## src/rtl/bias_pkg.sv

```systemverilog
// rtl/bias_pkg.sv - shared bias Q-format constants and loader state encoding
package bias_pkg;

  // Q-format shared by the bias FIFO, the loader and the conv datapath
  localparam int BIAS_DATA_WIDTH = 32;
  localparam int BIAS_FRAC_BITS  = 22;

  typedef enum logic [1:0] {
    ST_IDLE       = 2'd0,
    ST_WAIT_EMPTY = 2'd1,
    ST_LOAD       = 2'd2,
    ST_COMMIT     = 2'd3
  } bias_ld_state_t;

endpackage

```

## src/rtl/bias_fmt_convert.sv

```systemverilog
// rtl/bias_fmt_convert.sv - sign-extend and left-shift a stream word into Q-format
module bias_fmt_convert #(
  parameter int IN_WIDTH   = 16,
  parameter int DATA_WIDTH = 32,
  parameter int FRAC_SHIFT = 8
) (
  input  logic [IN_WIDTH-1:0]   in_data,
  output logic [DATA_WIDTH-1:0] out_data
);

  // The shifted value must fit, otherwise the conversion would silently wrap
  if (IN_WIDTH + FRAC_SHIFT > DATA_WIDTH) begin : g_bad_width
    $error("bias_fmt_convert: IN_WIDTH+FRAC_SHIFT exceeds DATA_WIDTH");
  end

  logic [DATA_WIDTH-1:0] ext;

  // Sign-extend to the full word, then move the binary point into place
  always_comb begin
    ext                = {DATA_WIDTH{in_data[IN_WIDTH-1]}};
    ext[IN_WIDTH-1:0]  = in_data;
    out_data           = ext << FRAC_SHIFT;
  end

endmodule

```

## src/rtl/bias_preload_loader.sv

```systemverilog
// rtl/bias_preload_loader.sv - loads one frame of biases into the bias FIFO preload port
module bias_preload_loader
  import bias_pkg::*;
#(
  parameter int DATA_WIDTH = BIAS_DATA_WIDTH,
  parameter int DEPTH      = 4,
  parameter int IN_WIDTH   = 16,
  parameter int FRAC_SHIFT = 8,
  localparam int AW        = $clog2(DEPTH)
) (
  input  logic                  clk,
  input  logic                  rst,
  input  logic                  start,
  output logic                  busy,
  output logic                  done,
  output logic                  err,
  input  logic                  s_valid,
  output logic                  s_ready,
  input  logic [IN_WIDTH-1:0]   s_data,
  input  logic                  s_last,
  input  logic                  fifo_empty,
  output logic                  preload_en,
  output logic [AW-1:0]         preload_addr,
  output logic [DATA_WIDTH-1:0] preload_data,
  output logic                  preload_done
);

  if (DEPTH < 2 || (DEPTH & (DEPTH - 1)) != 0) begin : g_bad_depth
    $error("bias_preload_loader: DEPTH must be a power of two >= 2");
  end

  localparam logic [AW-1:0] LAST_IDX = AW'(DEPTH - 1);

  bias_ld_state_t        state_q, state_d;
  logic [AW-1:0]         idx_q, idx_d;
  logic                  busy_q, busy_d;
  logic                  done_q, done_d;
  logic                  err_q, err_d;
  logic                  preload_en_q, preload_en_d;
  logic [AW-1:0]         preload_addr_q, preload_addr_d;
  logic [DATA_WIDTH-1:0] preload_data_q, preload_data_d;
  logic [DATA_WIDTH-1:0] conv_data;
  logic                  s_ready_c;

  bias_fmt_convert #(
    .IN_WIDTH   (IN_WIDTH),
    .DATA_WIDTH (DATA_WIDTH),
    .FRAC_SHIFT (FRAC_SHIFT)
  ) u_fmt (
    .in_data  (s_data),
    .out_data (conv_data)
  );

  // Next-state and registered-output computation for the load sequence
  always_comb begin
    state_d        = state_q;
    idx_d          = idx_q;
    err_d          = err_q;
    done_d         = 1'b0;
    preload_en_d   = 1'b0;
    preload_addr_d = preload_addr_q;
    preload_data_d = preload_data_q;
    s_ready_c      = 1'b0;

    case (state_q)
      ST_IDLE: begin
        idx_d = '0;
        // busy_q still covers the cycle the commit pulse is visible, so a
        // start there is dropped just like any other start while busy
        if (start && !busy_q) begin
          state_d = ST_WAIT_EMPTY;
          err_d   = 1'b0;
        end
      end
      ST_WAIT_EMPTY: begin
        // Never overwrite biases the datapath has not consumed yet
        if (fifo_empty) begin
          state_d = ST_LOAD;
        end
      end
      ST_LOAD: begin
        s_ready_c = 1'b1;
        if (s_valid) begin
          preload_en_d   = 1'b1;
          preload_addr_d = idx_q;
          preload_data_d = conv_data;
          idx_d          = idx_q + 1'b1;
          if (idx_q == LAST_IDX) begin
            // A missing last marker is flagged but the full frame still commits
            state_d = ST_COMMIT;
            if (!s_last) begin
              err_d = 1'b1;
            end
          end else if (s_last) begin
            // Short frame: abandon without commit so the FIFO keeps its old set
            err_d   = 1'b1;
            state_d = ST_IDLE;
          end
        end
      end
      ST_COMMIT: begin
        done_d  = 1'b1;
        state_d = ST_IDLE;
      end
      default: begin
        state_d = ST_IDLE;
      end
    endcase

    busy_d = (state_d != ST_IDLE) || (state_q == ST_COMMIT);
  end

  // State and output registers, cleared synchronously
  always_ff @(posedge clk) begin
    if (rst) begin
      state_q        <= ST_IDLE;
      idx_q          <= '0;
      busy_q         <= 1'b0;
      done_q         <= 1'b0;
      err_q          <= 1'b0;
      preload_en_q   <= 1'b0;
      preload_addr_q <= '0;
      preload_data_q <= '0;
    end else begin
      state_q        <= state_d;
      idx_q          <= idx_d;
      busy_q         <= busy_d;
      done_q         <= done_d;
      err_q          <= err_d;
      preload_en_q   <= preload_en_d;
      preload_addr_q <= preload_addr_d;
      preload_data_q <= preload_data_d;
    end
  end

  assign s_ready      = s_ready_c;
  assign busy         = busy_q;
  assign done         = done_q;
  assign preload_done = done_q;
  assign err          = err_q;
  assign preload_en   = preload_en_q;
  assign preload_addr = preload_addr_q;
  assign preload_data = preload_data_q;

endmodule

```

## config.mk

```make
export PLATFORM = sky130hd
export DESIGN_NAME = bias_preload_loader
export DESIGN_NICKNAME = d
export VERILOG_FILES = /design/src/rtl/bias_pkg.sv /design/src/rtl/bias_fmt_convert.sv /design/src/rtl/bias_preload_loader.sv
export SDC_FILE = /design/constraint.sdc
export NUM_CORES = 1
export LEC_CHECK = 0
export BUFFER_PORTS_ARGS = -buffer_cell sky130_fd_sc_hd__buf_4
export CORE_ASPECT_RATIO = 0.8
export CORE_MARGIN = 2
export CORE_UTILIZATION = 45
export CTS_CLUSTER_SIZE = 28
export DETAILED_ROUTE_END_ITERATION = 6
export MAX_ROUTING_LAYER = met4
export PLACE_DENSITY = 0.89
export SYNTH_ARGS = -nofsm -noshare
export SYNTH_HDL_FRONTEND = slang
export SYNTH_SLANG_ARGS = --single-unit
```

## constraint.sdc

```tcl
create_clock -name clk -period 1.3 [get_ports clk]
set_input_delay 0.26 -clock clk [delete_from_list [all_inputs] [get_ports clk]]
set_output_delay 0.26 -clock clk [all_outputs]
set_load 0.005 [all_outputs]
```

After elaboration in Yosys (flattened, before gate mapping)
Index checks and enable logic that the tools add are counted.
{ "totals": {"regBits": 26, "inputBits": 22} }
{ "classes": {"add_sub_neg": 1, "eq_ne": 8, "muxes": 17, "n_bitwise": 1, "reduce_logical": 10} }
{ "op_table": {"columns": ["cell", "count"], "rows": [
  ["$mux W2", 6],
  ["$mux W1", 8],
  ["$pmux W2 S4", 1],
  ["$eq A2 B2 Y1 const B", 3],
  ["$ne A3 B3 Y1 const B", 2],
  ["$reduce_and A5 Y1", 1],
  ["$ne A2 B2 Y1 const B", 2],
  ["$pmux W2 S2", 1],
  ["$reduce_and A2 Y1", 2],
  ["$reduce_bool A2 Y1", 2],
  ["$add A2 B1 Y2 const B", 1],
  ["$eq A2 B1 Y1 const B", 1],
  ["$logic_not A2 Y1", 1],
  ["$pmux W1 S2", 1],
  ["$reduce_or A2 Y1", 1],
  ["$logic_and A1 B1 Y1", 1],
  ["$logic_not A1 Y1", 1],
  ["$logic_or A1 B1 Y1", 1],
  ["$not A1 Y1", 1]
]} }

Depth between registers and ports, before layout
Gate-level depths: netlist (run 1).
{ "depth": {"ltp_word": 6, "depth_mapped": 7, "mapped_depth_nobuf": 5} }

Cells and area by module
Synthesis (run 1) repeated with hierarchy kept, for this count alone.
{ "unflattened": {"hier_cells": 228, "area_unflattened_um2": 1914.3} }
{ "by_module_without_submodules": {"columns": ["mod", "instances", "cells_each", "area_per_inst_um2", "seq_area_each_um2"], "rows": [
  ["bias_preload_loader", 1, 195, 1670.4, 840.8],
  ["bias_fmt_convert", 1, 33, 244.0, 0.0]
]} }

Worst setup path before layout (run 1)
No wires, ideal clock.
{ "synth_path": {"kind": "register to register", "startpoint": "reg state_q[0]", "endpoint": "reg preload_data_q[21] (netlist: preload_data[21])", "setup_ns": 0.068, "arrival_time_ns": 1.083, "t_required_ns": 1.232, "path_slack_ns": 0.149, "stages_incl_launch_ff": 8, "n_path_buf": 3, "synth_period_minus_slack_ns": 1.151, "cell_sequence": "dfxtp_1 > buf_6 > nor2b_4 > and2_4 > buf_8 > buf_12 > nand2_1 > a21oi_2"} }
{ "synth_via": {"elab_chain_len": 2} }
{ "synth_rtl": {"columns": ["element", "line_no", "source"], "rows": [
  ["start: declaration", "bias_preload_loader.sv:34", "bias_ld_state_t state_q, state_d;"],
  ["start signal: assignment", "bias_preload_loader.sv:125", "state_q <= state_d;"],
  ["$eq A2 B2 Y1", "bias_preload_loader.sv:65", "case (state_q)"],
  ["$reduce_and A2 Y1 (no source line)", null, null],
  ["end signal: assignment", "bias_preload_loader.sv:132", "preload_data_q <= preload_data_d;"],
  ["end: declaration", "bias_preload_loader.sv:41", "logic [DATA_WIDTH-1:0] preload_data_q, preload_data_d;"]
]} }
Every way passes these cells.
A chain may end at the register's enable or synchronous reset.

Final worst setup path (run 1)
{ "layout_path": {"startpoint": "reg state_q[0]", "endpoint": "out s_ready"} }
{ "layout_via": {"elab_chain_len": 2} }
{ "layout_rtl": {"columns": ["element", "line_no", "source"], "rows": [
  ["$eq A2 B2 Y1", "bias_preload_loader.sv:65", null],
  ["$mux W1", "bias_preload_loader.sv:65", null],
  ["end: declaration", "bias_preload_loader.sv:18", "output logic s_ready,"]
]} }
Every way passes these cells.

==> reports/results.ini, run 1 <==
[timing]
fin_crit_ps = 1260
rsz0062_at_grt = yes
setup_viol = 0
finalSetupTns_ps = 0
post-route-period-util_pct = 97.1
max_freq_ghz = 0.792
holdWs_ps = 172
finalWorstSetupSlack_ps = 38.1
skew_ps = 5.81
slew_violations = 0
finalHoldViolations = 0

[power]
leakage_nw = 0.682
peakVddDrop_mv = 0.707
p_per_area_nw_per_um2 = 914
p_total_mw = 1.44

[cts]
clockBufferDepth = 2
cts.sinks = 26
clk-insertion-delay-late_ps = 310
cts_tree = done
holdBufCountCts = 0
root_buffer = clkbuf_4
clk_pin_slew_ps = 120
cts_max_level = 1
numCtsBuffers = 3

[yosys]
ys_seq_elements = 26
synth_area_leaders = dfxtp_1 42%, nand2_1 12%, buf_4 11%
avgSynthCellArea_um2 = 8.65
netlist_top_cells_count = 38 x nand2_1, 26 x dfxtp_1, 18 x buf_4
synthArstFlopShare_pct = 0
yosys.area.top_type = dfxtp_1
synth-edff-count = 0
synthFlopType = dfxtp_1
yosysSeqAreaShare_pct = 42.1
syn_inst = 143
yosysMostFrequentCell = nand2_1
synth_cell_types = 29
yosysWarningCount = 0
synth_top_area_share_pct = 42.1
syn-cell-area_um2 = 1240

[detailed_routing]
via_per_inst = 4.58
routed_wl_um = 2490
drtIter0Drc = 35
vias = 1017
post_drt_wl_per_cell_um = 11.2
drc = 0
firstDrtPassIters = 4
drt.antenna.violating_nets = 0

[critical_path]
startpoint_type = flop
cp_num_buf_inv = 1
required_ps = 1040
worstPathArrival_ps = 1000
slowest_delay_ps = 370
crit_path_end_kind = output pin
crit_slowest_cell = dfxtp_4
path_cells = and2b_2 > buf_6
critical_path_class = flop to output pin
cp_max_fo = 3
path_delay_family = flip-flops

[grt]
antenna_found_initial = 0
grt_first_pass_wirelength_um = 4010
grt_start_max_net_pins = 21
grtUsageTotal_pct = 16.6
grt.overflow.total = 0
grt_pass1_vias = 900

[floorplan]
die-area_um2 = 3190
start_util_pct = 49.1
dieHeight_um = 50.9
std_cell_rows = 16
die_w_um = 62.6
num_io_pins = 62
core_area_um2 = 2520

[cells_and_area]
nNetsFinal = 211
drive_gt1_share_pct = 45.2
fillers = 236
fin_cells = 222
diodes = 0
area_growth_pct = 26.9

[placed_design]
dp_slack_ps = 67.6
place.gp.congestion = 0.789
place_hpwl_um = 1830
placed_cells = 216
numPortBuffers = 53

[min_path]
hold_class = primary input to flop

[run]
max_cap_viol_count = 0

[run_status]
status = finished clean

-- worst min-delay path, cell delays in order --
cell and delay (ps):
buf_4 110, nand2_1 40, a21oi_1 50
-- repair_timing --
item,CTS,global route
pin swaps,0,1
endpoints found under the hold margin,0,0
gates resized for setup,4,4
buffers inserted,2,1
setup endpoints to repair,1,24
-- cells in the final DEF (no fill, tap or decap), drive strengths merged, types with 2 or more instances in the layout --
master	count
a21oi	24
nor2b	2
nor3	2
dfxtp	26
nor2	7
nand2	41
conb	8
o21ai	2
buf	59
clkbuf	3
-- flip-flops by register name, indices dropped and copies added, names as in the netlist --
| signal | cells |
|---|---|
| done | 1 |
| preload_addr | 2 |
| busy | 1 |
| idx_q | 2 |
| preload_en | 1 |
| err | 1 |
| preload_data | 16 |
| state_q | 2 |
-- worst paths after layout --
path | from | to | slack (ps) | cells past startpoint
setup reg to reg | state_q[0]$_SDFF_PP0_ | idx_q[0]$_SDFFE_PP0P_ | 70 | 6
setup / recovery | state_q[0]$_SDFF_PP0_ | s_ready | 40 | 2
hold reg to reg | preload_data[15]$_SDFFE_PP0P_ | preload_data[15]$_SDFFE_PP0P_ | 470 | 2
hold / removal | s_data[15] | preload_data[23]$_SDFFE_PP0P_ | 170 | 3
-- logic make-up after synthesis --
kind of cell | Yosys count | share of synthesized area [%]
DFF | 26 | 42.1
xor gates and xnor gates | 1 | 0.708
muxes | 1 | 0.809
and+or+nand+nor | 56 | 20.0
other | 1 | 0.303
buffers and inverters | 27 | 19.1
AOI/OAI and AO/OA | 30 | 16.0
adders and majority gates | 1 | 1.01
-- per-stage QoR --
step	instance area (µm²)	util [%]
after floorplan	1260	-
after global placement	1510	59.8
after detailed placement	1510	59.8
after CTS	1550	61.6
after global routing	1570	62.3
final	1570	62.3
-- layout make-up --
type | instances | area, µm² | share of cell area (%)
well taps | 36 | 45.0 | 2.87
multi-input cells | 97 | 509 | 32.4
inverters | 1 | 3.75 | 0.239
repair buffers | 59 | 459 | 29.2
flip-flops and latches | 26 | 531 | 33.8
clock buffers | 3 | 22.5 | 1.43
-- where the power goes --
| part | switching, mW | total [mW] | internal, mW |
|---|---|---|---|
| combinational | 0.126 | 0.274 | 0.148 |
| sequential | 0.0173 | 0.845 | 0.828 |
| clock | 0.209 | 0.317 | 0.108 |
-- per-layer routing --
metal  share of wire [%]  routed length [µm]  up-vias  global-route usage [%]
met4                 1.1                  27        0                    6.67
met1                  43                1080      437                    19.8
met2                  45                1130       55                    25.8
li1                    -                   -      523                       -
met5                   0                   0        -                       -
met3                  10                 251        2                    6.17
Note: power is estimated with default switching activity, not from simulation.
==> inputs of run 2 (changes only) <==
ABC_AREA = 1   (was not set)
CORE_UTILIZATION = 44   (was 45)
PLACE_DENSITY = 0.88   (was 0.89)
==> run 2 against run 1 <==
  * Global-route usage up 0.26 points
  * Area after synthesis is 3.7% lower
  * Die area fell by 1.4%
  * Synthesized cell count is 7.0% higher
  * Largest cell class unchanged
  * Highest routed layer unchanged
==> reports/results.ini, run 2 <==
[cells_and_area]
diodes = 0
drive_gt1_share_pct = 41.2
layout_common_cells = 55 x buf_4, 31 x nor2_1, 24 x dfxtp_1
area_growth_pct = 34.1
nNetsFinal = 223
fin_cells = 235
largest_reg_flops = 16
fillers = 222
final_common_cell = buf_4
final_core_util_pct = 63.8

[cts]
root_buffer = clkbuf_4
cts_max_level = 1
clockBufferDepth = 2
cts_tree = done
numCtsBuffers = 3
clk_pin_slew_ps = 140
cts.sinks = 26
clk-insertion-delay-late_ps = 330

[yosys]
netlist_top_cells_count = 31 x nor2_1, 26 x dfxtp_1, 18 x buf_4, 18 x o21ai_1, 16 x nand2_1
synthMuxAreaShare_pct = 0
synth_area_leaders = dfxtp_1 44%, buf_4 11%, nor2_1 9.8%
yosysMostFrequentCell = nor2_1
synthArstFlopShare_pct = 0
synth_top_family_by_area = simple AND/OR/NAND/NOR gates
synth-edff-count = 0
yosys.area.top_type = dfxtp_1
yosysSeqAreaShare_pct = 43.7
yosysWarningCount = 0
synth_top_area_share_pct = 43.7
ys_seq_elements = 26
synth_fa_ha_area_share_pct = 1.05
syn_inst = 153
avgSynthCellArea_um2 = 7.79
synthXorXnorAreaFrac_pct = 0
synth_compound_area_share_pct = 10.4
syn-cell-area_um2 = 1190
synth_cell_types = 21
yosys.area_share.simple_pct = 26.9
synthFlopType = dfxtp_1

[run_status]
status = finished clean

[power]
pwr-share-seq_pct = 50.2
switchingPower_mw = 0.437
p_total_mw = 1.75
clkPwrFrac_pct = 32.5
p_int_mw = 1.31
switching_share_pct = 25.0
leakage_nw = 0.814
peakVddDrop_mv = 0.801
p_comb_share_pct = 17.4
p_per_area_nw_per_um2 = 1090

[grt]
grt.overflow.total = 0
met3_usage_pct = 5.83
grt_start_max_net_pins = 20
grt-busiest-layer = met2
grt_pass1_vias = 939
grtUsageMet2_pct = 26.8
use_met1_pct = 21.2
grtUsageTotal_pct = 16.9
grt_first_pass_wirelength_um = 4100
antenna_found_initial = 0

[floorplan]
std_cell_rows = 16
core_area_um2 = 2500
dieHeight_um = 50.5
num_io_pins = 62
die-area_um2 = 3140
die_w_um = 62.2
start_util_pct = 47.6

[timing]
finalHoldViolations = 0
post-route-period-util_pct = 98.7
setup_viol = 0
max_freq_ghz = 0.780
slew_violations = 0
rsz0062_at_grt = yes
holdWs_ps = 119
skew_ps = 7.78
fin_crit_ps = 1280

[critical_path]
crit_path_end = s_ready
slowest_delay_ps = 410
reg2reg_slack_ps = 150
path_cells = inv_4 > nor2_4 > buf_6
rr_worst_depth = 6
reg2reg_from = state_q[1]$_SDFF_PP0_
startpoint_type = flop
required_ps = 1040
crit_path_end_kind = output pin
cp_max_fo = 5
crit_slowest_cell = dfxtp_4
critical_path_class = flop to output pin
worstPathArrival_ps = 1020
r2r-end = busy$_SDFF_PP0_
startpoint = state_q[1]$_SDFF_PP0_

[run]
max_cap_viol_count = 0

[placed_design]
place_hpwl_um = 1910
numPortBuffers = 53
placed_cells = 230
place.gp.congestion = 0.748

[detailed_routing]
post_drt_wl_per_cell_um = 10.6
via_per_inst = 4.47
firstDrtPassIters = 4
vias = 1050
drtIter0Drc = 36
drc = 0
drt.antenna.violating_nets = 0
routed_wl_um = 2490

[min_path]
hold_class = primary input to flop

[run 2: what timing repair did]
item                                    CTS  global route
endpoints found under the hold margin     0             0
hold buffers                              0             0
resized for setup                         3             2
endpoints found under the setup margin   10             1
setup buffers                             0             1
[run 2: worst max-delay path: cells and delay by family (launching register included)]
kind / cells / cell delay [ps]
simple gates: 1 / 130
buf+inv: 2 / 160
flops: 1 / 410
[run 2: cell families after synthesis]
kind of cell	count (synthesis)
fa+ha+maj	1
compound gates	24
flops	26
buf+inv	33
simple gates	68
other cells	1
[run 2: per-stage QoR]
| stage | worst slack (ps) | area, µm² | TNS [ps] |
|---|---|---|---|
| after floorplan | 234 | 1220 | 0 |
| after global placement | 180 | 1530 | 0 |
| after detailed placement | 77.1 | 1530 | 0 |
| after CTS | -13.0 | 1580 | -13.0 |
| after global routing | -32.5 | 1600 | -32.5 |
| final | 17.4 | 1600 | 0 |
[run 2: power by group through the flow]
stage               clock, mW  combinational (mW)  sequential [mW]
floorplan                   0               0.173            0.892
detailed placement          0               0.300            0.892
global placement            0               0.292            0.892
CTS                     0.570               0.300            0.876
global route            0.607               0.340            0.883
finish                  0.567               0.304            0.876
[run 2: layout make-up]
type / count / area (µm²) / area share [%]
flip-flops and latches: 26 / 526 / 32.9
multi-input cells: 101 / 487 / 30.5
repair buffers: 57 / 444 / 27.8
well taps: 36 / 45.0 / 2.82
inverters: 11 / 43.8 / 2.74
clock inverters: 1 / 30.0 / 1.88
clock buffers: 3 / 22.5 / 1.41
[run 2: worst min-delay path by stage]
stage | cells past startpoint | slack, ps | to | startpoint
floorplan | 1 | 330 | idx_q[0]$_SDFFE_PP0P_ | rst
global placement | 2 | 440 | err$_SDFFE_PP0P_ | err$_SDFFE_PP0P_
detailed placement | 2 | 440 | err$_SDFFE_PP0P_ | err$_SDFFE_PP0P_
CTS | 2 | 110 | state_q[1]$_SDFF_PP0_ | rst
global route | 2 | 100 | state_q[1]$_SDFF_PP0_ | rst
finish | 2 | 120 | state_q[1]$_SDFF_PP0_ | rst
[run 2: metal layers]
layer | wire (µm) | up-vias | part of all wire [%]
li1 | - | 542 | -
met1 | 1170 | 465 | 47
met3 | 202 | 3 | 8.1
met2 | 1100 | 40 | 44
met4 | 14 | 0 | 0.56
met5 | 0 | - | 0
==> inputs of run 3 (changes only) <==
PLACE_DENSITY = 0.84   (was 0.88)
==> run 3 against run 2 <==
  * Final area down 0.16%
  * Clock power down 3%
  * Maximum frequency up 2.5%
  * Routed wire length up 7.6%
  * Clock skew down 5.8 ps
  * Hold slack better by 15 ps
  * Core utilization down 0.10 points
  * Non-clock buffer count up 2
  * Sequential share of layout area up 0.13 points
  * Sequential cell count unchanged
  * Sequential power about the same
  * Cell count up 0.85%
==> reports/results.ini, run 3 (synthesis gave the netlist of run 2 again) <==
[detailed_routing]
dr_wl_met2_um = 1220
wl_met3_um = 191
firstDrtPassIters = 4
drt.antenna.violating_nets = 0
via_per_inst = 4.59
m1WireLength_um = 1220
routed_wl_um = 2680
top_layer = met4
drtIter0Drc = 65
post_drt_wl_per_cell_um = 11.3
vias = 1088
drc = 0

[critical_path]
crit_path_end_kind = output pin
cp_max_fo = 6
required_ps = 1040
r2r-end = state_q[0]$_SDFF_PP0_
rr_worst_depth = 7
reg2reg_from = state_q[1]$_SDFF_PP0_
reg2reg_slack_ps = 80
startpoint_type = flop
critical_path_class = flop to output pin
worstPathArrival_ps = 990

[cells_and_area]
drive_gt1_share_pct = 42.3
fin_cells = 237
multi_input_area_um2 = 487
seq_area_um2 = 527
diodes = 0
finalInstanceArea_um2 = 1600
layout_common_cells = 59 x buf_4, 31 x nor2_1, 23 x dfxtp_1
fillers = 238
area_growth_pct = 33.9
final_common_cell = buf_4
largest_reg_flops = 16
nNetsFinal = 225
final_core_util_pct = 63.7

[power]
p_comb_share_pct = 17.8
p_total_mw = 1.74
p_per_area_nw_per_um2 = 1090
leakage_nw = 0.820
switchingPower_mw = 0.427
pwr-share-seq_pct = 50.5
switching_share_pct = 24.6
p_int_mw = 1.31
peakVddDrop_mv = 0.683
clkPwrFrac_pct = 31.8

[cts]
root_buffer = clkbuf_4
clk-insertion-delay-late_ps = 320
clk_pin_slew_ps = 140
numCtsBuffers = 3
cts.sinks = 26
cts_tree = done
clockBufferDepth = 2
cts_max_level = 1
holdBufCountCts = 0

[placed_design]
place.gp.congestion = 0.910
place_hpwl_um = 2000
place_area_um2 = 1520
dp_slack_ps = 95.1
numPortBuffers = 53
placed_cells = 231

[timing]
fin_crit_ps = 1250
post-route-period-util_pct = 96.3
finalSetupTns_ps = 0
holdWs_ps = 133
rsz0062_at_grt = no
skew_ps = 2.01
setup_viol = 0
finalHoldViolations = 0
finalWorstSetupSlack_ps = 48.1
slew_violations = 0
max_freq_ghz = 0.799

[min_path]
hold_class = primary input to flop
hold_depth = 2
hp-start = rst
holdPathEnd = state_q[1]$_SDFF_PP0_

[grt]
grt.overflow.total = 0
grtUsageTotal_pct = 18.0
grt_first_pass_wirelength_um = 4430
grt_start_max_net_pins = 20
antenna_found_initial = 0
grt_pass1_vias = 1008

[floorplan]
std_cell_rows = 16
core_area_um2 = 2500
dieHeight_um = 50.5
die-area_um2 = 3140
start_util_pct = 47.6
die_w_um = 62.2
num_io_pins = 62

[run_status]
status = finished clean

[run]
max_cap_viol_count = 0

==> run 3: cell count changes in the layout (fill, tap and decap cells not counted) <==
cell / change
dfxtp_2: +1
buf_6: -1
inv_4: -1
buf_12: -1
buf_4: +4
dfxtp_1: -1
inv_2: +1
==> run 3: area by class of cell <==
class	count	area share [%]
Timing Repair Buffer	59	27.8
Clock buffer	3	1.41
Clock inverter	1	1.88
Multi-Input combinational cell	101	30.5
Inverter	11	2.59
Sequential cell	26	33.0
Tap cell	36	2.82
==> run 3: timing repair <==
action | 4_1_cts | 5_1_grt
endpoints found under the setup margin | 1 | 11
pin swaps | 0 | 1
gates resized for setup | 2 | 2
setup buffers | 0 | 2
==> run 3: per-layer routing <==
metal / GRT usage [%] / vias up
li1: - / 550
met1: 22.4 / 485
met2: 28.4 / 47
met3: 5.61 / 6
met4: 5.56 / 0
met5: - / -
==> run 3: worst max path at each step <==
stage	startpoint	to	depth (start not counted)	slack, ps
finish	state_q[1]$_SDFF_PP0_	s_ready	3	50
global route	state_q[1]$_SDFF_PP0_	s_ready	3	0.9
CTS	state_q[1]$_SDFF_PP0_	s_ready	3	0.9
detailed placement	state_q[1]$_SDFF_PP0_	busy$_SDFF_PP0_	6	100
global placement	state_q[1]$_SDFF_PP0_	busy$_SDFF_PP0_	6	160
floorplan	state_q[1]$_SDFF_PP0_	preload_data[14]$_SDFFE_PP0P_	6	230
==> run 3: power by group through the flow <==
stage                     Sequential, mW  Clock (mW)  Combinational, mW
after CTS                          0.876       0.565              0.298
after global routing               0.887       0.600              0.341
after detailed placement           0.893           0              0.297
after floorplan                    0.892           0              0.173
after global placement             0.893           0              0.293
final                              0.878       0.552              0.309
==> run 3: critical path, stage by stage (launching register included) <==
cell and delay (ps):
dfxtp_4 400, inv_2 50, nor2_4 100, buf_4 110
